File: src/rtl/demux8_buf_if.sv
// rtl/demux8_buf_if.sv - producer/consumer bus bundle for the 1-to-8 buffered demultiplexer
interface demux8_buf_if #(
    parameter int N = 32
);
    logic [N-1:0] D;
    logic         S0;
    logic         S1;
    logic         S2;
    logic         in_valid;
    logic         in_ready;
    logic [N-1:0] Y0;
    logic [N-1:0] Y1;
    logic [N-1:0] Y2;
    logic [N-1:0] Y3;
    logic [N-1:0] Y4;
    logic [N-1:0] Y5;
    logic [N-1:0] Y6;
    logic [N-1:0] Y7;
    logic [7:0]   Y_valid;
    logic [7:0]   Y_ready;
    logic [3:0]   occupancy;

    modport slave (
        input  D, S0, S1, S2, in_valid, Y_ready,
        output in_ready, Y0, Y1, Y2, Y3, Y4, Y5, Y6, Y7, Y_valid, occupancy
    );

    modport master (
        output D, S0, S1, S2, in_valid, Y_ready,
        input  in_ready, Y0, Y1, Y2, Y3, Y4, Y5, Y6, Y7, Y_valid, occupancy
    );
endinterface

File: src/rtl/demux8_buf.sv
// rtl/demux8_buf.sv - registered 1-to-8 demux with a one-entry buffer per lane
module demux8_buf #(
    parameter int N = 32
) (
    input  logic         clk,
    input  logic         rst_n,
    demux8_buf_if.slave  bus
);
    logic [N-1:0] y_q [8];
    logic [7:0]   y_valid_q;
    logic [7:0]   y_valid_d;
    logic [3:0]   occ_q;
    logic [3:0]   occ_d;

    logic [2:0]   sel;
    logic [7:0]   drain;
    logic [7:0]   load;
    logic         ready;
    logic         accept;

    // S0 is the MSB, matching the mux8 select encoding.
    assign sel    = {bus.S0, bus.S1, bus.S2};
    assign drain  = y_valid_q & bus.Y_ready;
    assign ready  = !y_valid_q[sel] || bus.Y_ready[sel];
    assign accept = bus.in_valid && ready;
    assign load   = accept ? (8'b1 << sel) : 8'b0;

    assign y_valid_d = (y_valid_q & ~drain) | load;

    // A load into a lane drained the same cycle is a replacement, not a new entry.
    always_comb begin
        occ_d = occ_q;
        if (accept && !drain[sel]) begin
            occ_d = occ_d + 4'd1;
        end
        for (int i = 0; i < 8; i++) begin
            if (drain[i] && !load[i]) begin
                occ_d = occ_d - 4'd1;
            end
        end
    end

    always_ff @(posedge clk or negedge rst_n) begin
        if (!rst_n) begin
            for (int i = 0; i < 8; i++) begin
                y_q[i] <= '0;
            end
            y_valid_q <= 8'h00;
            occ_q     <= 4'd0;
        end else begin
            y_valid_q <= y_valid_d;
            occ_q     <= occ_d;
            if (accept) begin
                y_q[sel] <= bus.D;
            end
        end
    end

    assign bus.in_ready  = ready;
    assign bus.Y0        = y_q[0];
    assign bus.Y1        = y_q[1];
    assign bus.Y2        = y_q[2];
    assign bus.Y3        = y_q[3];
    assign bus.Y4        = y_q[4];
    assign bus.Y5        = y_q[5];
    assign bus.Y6        = y_q[6];
    assign bus.Y7        = y_q[7];
    assign bus.Y_valid   = y_valid_q;
    assign bus.occupancy = occ_q;
endmodule

File: src/flat_wrapper.sv
// flat-port wrapper written by rule: the top's interface ports become plain ports
module demux8_buf_flat 
#(
    parameter int N = 32
)
  (clk, rst_n, bus_D, bus_S0, bus_S1, bus_S2, bus_in_valid, bus_Y_ready, bus_in_ready, bus_Y0, bus_Y1, bus_Y2, bus_Y3, bus_Y4, bus_Y5, bus_Y6, bus_Y7, bus_Y_valid, bus_occupancy);
  demux8_buf_if #(.N(N)) bus_i ();
  input  logic clk;
  input  logic rst_n;
  input wire logic [$bits(bus_i.D)-1:0] bus_D;
  input wire logic [$bits(bus_i.S0)-1:0] bus_S0;
  input wire logic [$bits(bus_i.S1)-1:0] bus_S1;
  input wire logic [$bits(bus_i.S2)-1:0] bus_S2;
  input wire logic [$bits(bus_i.in_valid)-1:0] bus_in_valid;
  input wire logic [$bits(bus_i.Y_ready)-1:0] bus_Y_ready;
  output wire logic [$bits(bus_i.in_ready)-1:0] bus_in_ready;
  output wire logic [$bits(bus_i.Y0)-1:0] bus_Y0;
  output wire logic [$bits(bus_i.Y1)-1:0] bus_Y1;
  output wire logic [$bits(bus_i.Y2)-1:0] bus_Y2;
  output wire logic [$bits(bus_i.Y3)-1:0] bus_Y3;
  output wire logic [$bits(bus_i.Y4)-1:0] bus_Y4;
  output wire logic [$bits(bus_i.Y5)-1:0] bus_Y5;
  output wire logic [$bits(bus_i.Y6)-1:0] bus_Y6;
  output wire logic [$bits(bus_i.Y7)-1:0] bus_Y7;
  output wire logic [$bits(bus_i.Y_valid)-1:0] bus_Y_valid;
  output wire logic [$bits(bus_i.occupancy)-1:0] bus_occupancy;
  assign bus_i.D = bus_D;
  assign bus_i.S0 = bus_S0;
  assign bus_i.S1 = bus_S1;
  assign bus_i.S2 = bus_S2;
  assign bus_i.in_valid = bus_in_valid;
  assign bus_i.Y_ready = bus_Y_ready;
  assign bus_in_ready = bus_i.in_ready;
  assign bus_Y0 = bus_i.Y0;
  assign bus_Y1 = bus_i.Y1;
  assign bus_Y2 = bus_i.Y2;
  assign bus_Y3 = bus_i.Y3;
  assign bus_Y4 = bus_i.Y4;
  assign bus_Y5 = bus_i.Y5;
  assign bus_Y6 = bus_i.Y6;
  assign bus_Y7 = bus_i.Y7;
  assign bus_Y_valid = bus_i.Y_valid;
  assign bus_occupancy = bus_i.occupancy;
  demux8_buf #(.N(N)) u_core (.clk(clk), .rst_n(rst_n), .bus(bus_i));
endmodule
File: config.mk
export PLATFORM = sky130hd
export DESIGN_NAME = demux8_buf_flat
export DESIGN_NICKNAME = d
export VERILOG_FILES = /design/src/rtl/demux8_buf_if.sv /design/src/rtl/demux8_buf.sv /design/src/flat_wrapper.sv
export SDC_FILE = /design/constraint.sdc
export NUM_CORES = 1
export LEC_CHECK = 0
export BUFFER_PORTS_ARGS = -buffer_cell sky130_fd_sc_hd__buf_4
export CAP_MARGIN = 10
export CELL_PAD_IN_SITES_DETAIL_PLACEMENT = 1
export CELL_PAD_IN_SITES_GLOBAL_PLACEMENT = 2
export CORE_MARGIN = 4
export CORE_UTILIZATION = 27
export CTS_CLUSTER_SIZE = 30
export DETAILED_ROUTE_END_ITERATION = 7
export PLACE_DENSITY_LB_ADDON = 0.1
export SLEW_MARGIN = 0
export SYNTH_ARGS = -nofsm -noshare
export SYNTH_HDL_FRONTEND = slang
export SYNTH_SLANG_ARGS = --single-unit
File: constraint.sdc
create_clock -name clk -period 3.8 [get_ports clk]
set_input_delay 0.19 -clock clk [delete_from_list [all_inputs] [get_ports clk]]
set_output_delay 0.19 -clock clk [all_outputs]
set_load 0.02 [all_outputs]
==> impl_metrics.yaml <==
sta:
  fin_ws_ns: -0.2176
  period_minus_slack_ns: 4.018
  slew_violations: 0
  skew_ns: 0.02216
  max_freq_mhz: 248.9
  timing.final.crit_share: 1.057
  finalHoldViolations: 0
  tns_ns: -0.3407
  rsz0062_at_grt: "true"
  slew_headroom: 0.5024
  hold_ws_ns: 0.05836
  setup_viol: 2
  worst_pin_slew_ns: 0.7464
worst_setup_path:
  r2r_cells: 16
  critical-path-top-delay-family: "multiplexers"
  crit_buf_inv: 0
  critPathSlowestCell: "mux4_2"
  cp_cell_sequence: "nand3_1 -> o21ai_0 -> mux4_2 -> or2_4 -> mux2i_4 -> ha_1 -> mux2_4 -> ha_4 -> mux2_4 -> ha_4 -> nand3_2 -> xnor2_1 -> a22o_1 -> xor2_2 -> mux2i_1 -> xnor2_1"
  rrSetupSlack_ns: -0.22
  end_kind: "flop"
  cpPeakStageDelay_ns: 0.52
  setup.worst_path.start_class: "flop"
  r2r-end: "u_core.bus.occupancy[3]"
  rr_startpoint: "u_core.bus.Y_valid[1]"
  cp.arrival_ns: 4.46
  critical_path_peak_fanout: 4
  cp.required_ns: 4.25
  criticalPathCategory: "reg -> reg"
global_routing:
  grt_pass1_wl_mm: 55.54
  grt_pass1_vias: 8305
  grt_remaining_overflow: 0
  grt_use_total: 0.1649
  grt_max_degree: 95
  antenna_found_initial: 0
floorplan:
  die_w_microns: 209.8
  dieArea_sq_um: 44000
  core_area_sq_um: 40010
  std_cell_rows: 73
  die_h_microns: 209.8
  start_util: 0.2748
  ios: 315
yosys:
  synth-compound-area-share: 0.02584
  synth.area.mux_share: 0.2744
  synth_flop_cell: "dfrtp_1"
  synthXorXnorAreaFrac: 0.02208
  seq_area_frac_synth: 0.6101
  ys_top_cells_by_area: "dfrtp_1, mux2_2, xnor2_1"
  synth_seq_cells: 268
  ys_types: 58
  synth_area_sq_um: 10990
  synth_top_family_by_area: "multiplexers"
  async_flop_share: 1.000
  yosysTopAreaCell: "dfrtp_1"
  synth_top_cell_area_share: 0.6101
  synth_nets: 789
  synth_edf_count: 0
  synth_fa_ha_area_frac: 0.006830
  syn_avg_cell_area_sq_um: 14.91
  synth_cells: 737
  synth-simple-area-share: 0.04542
  yosys_warnings: 0
drt:
  route.vias.total: 7726
  wirelength_mm: 36.69
  ant_nets: 0
  viasPerCell: 4.515
  first_pass_iters: 4
  drc: 0
  post_drt_wl_per_cell_microns: 21.44
  drt-initial-drc-count: 315
pwr:
  ir_worst_vdd_mv: 0.3489
  p_int_mw: 7.428
  power-per-cell-area_nw_per_um2: 685.8
  leakage_nw: 7.447
  p_sw_frac: 0.3273
  pwr-share-seq: 0.348
  clkPwrFrac: 0.302
  p_sw_mw: 3.615
  pwr-share-comb: 0.350
clocking:
  cts_buffer_depth: 3
  clock-sinks: 268
  cts_tree: "done"
  cts_root_buf: "clkbuf_16"
  clk_pin_slew_ns: 0.06
  cts_made_buffers: 34
  htree_num_levels: 2
  clk_latency_ns: 0.53
min_path:
  min_from: "bus_Y_ready[6]"
  min_to: "u_core.bus.Y_valid[6]"
  worstHoldPathCells: 4
  hp-class: "in -> reg"
place:
  dp_cells: 1609
  dp_hpwl_mm: 25.17
  gp_congestion: 0.7412
  postPlaceCellArea_sq_um: 14510
  port_buffers: 314
run_status:
  violations: "setup timing"
  status: "finished with violations"
final_layout:
  final_cell_area_sq_um: 16100
  stdcell_count: 1711
  antenna_cells: 0
  syn2layout_area_growth_pct: 46.50
  layout-drive-gt1-share: 0.6206
  final_nets: 1214
  final_core_util: 0.4025
flow_run:
  drv_cap: 0
## flip-flops by register name (all words and copies together) (netlist names)
register and count:
u_core.bus.Y0 32, u_core.bus.Y1 32, u_core.bus.Y2 32, u_core.bus.Y3 32
u_core.bus.Y4 32, u_core.bus.Y5 32, u_core.bus.Y6 32, u_core.bus.Y7 32
u_core.bus.Y_valid 8, u_core.bus.occupancy 4
## timing repair
item | CTS | global route
buffers inserted | 5 | 0
endpoints found under the hold margin | 351 | 0
gates resized for setup | 6 | 0
hold buffers | 37 | 0
pin swaps | 10 | 3
setup endpoints to repair | 2 | 2
## kinds of logic (layout without fill, tap and decap cells)
family,count (synthesis),in the layout
XOR/XNOR,26,26
multiplexers,266,266
adder cells (fa/ha/maj),6,6
AND/OR/NAND/NOR,92,92
flip-flops,268,268
buffers and inverters,41,490
AO/OA/AOI/OAI,38,38
## cells in the final DEF, fill, tap and decap left out, types with 9 or more instances in the layout
cell type	n
nand3_1	9
clkbuf_16	35
dlygate4sd3_1	37
nor2_1	10
mux2_2	258
xnor2_1	17
nand2_1	24
buf_4	384
dfrtp_1	263
clkbuf_8	9
## routing by layer
metal / track usage / wire [microns] / share of wire
met5: 0 / 0 / 0
met4: 0.03083 / 505 / 0.014
met3: 0.05516 / 2645 / 0.072
met2: 0.2669 / 17330 / 0.47
met1: 0.2185 / 16210 / 0.44
## how the worst max path moves through the flow
stage	startpoint	endpoint	slack (ns)	cells after the start
detailed placement	bus_Y_ready[7]	u_core.bus.occupancy[3]	-0.28	17
CTS	u_core.bus.Y_valid[6]	u_core.bus.occupancy[3]	-0.25	16
global route	u_core.bus.Y_valid[3]	u_core.bus.occupancy[3]	-0.43	19
global placement	bus_S2	u_core.bus.occupancy[3]	-0.23	20
finish	u_core.bus.Y_valid[1]	u_core.bus.occupancy[3]	-0.22	16
floorplan	u_core.bus.Y_valid[4]	u_core.bus.occupancy[3]	-0.25	17
## power by group through the flow
stage	registers, mW	logic [mW]	clock network [mW]
detailed placement	3.89	3.87	0
CTS	3.85	3.93	3.48
finish	3.84	3.86	3.34
floorplan	4.65	1.24	0
global route	3.93	4.13	3.59
global placement	3.87	3.86	0
## metrics by stage
step                      worst slack, ns  power, mW
final                             -0.2176      11.04
after global routing              -0.4284      11.65
after CTS                         -0.2496      11.27
after detailed placement          -0.2777      7.769
after global placement            -0.2285      7.725
after floorplan                   -0.2496      5.884
## layout make-up
type,count,area (sq um)
fill,4235,23900
sequential,268,6713
multi-input combinational,428,4210
timing repair buffer,426,3339
clock buffer,49,1018
tap,525,656.9
clock inverter,11,148.9
inverter,4,16.27
## synth_stat cells, drive strengths merged (3+ instances only)
master,number
dfrtp,268
mux2,260
nand2,27
clkbuf,25
xnor2,17
nand3,13
buf,12
nor2,11
nand2b,8
xor2,8
o21ai,7
ha,6
nor3,6
a21oi,5
a31oi,4
mux2i,4
nand4,4
nor2b,4
and2,3
and3,3
inv,3
nor4bb,3
## worst min-delay path, cell delays in order
cell      delay, ns
buf_4          0.09
nand2b_4       0.12
buf_4          0.11
nand2_1        0.04
No activity file was read; power rests on OpenSTA's default activity.
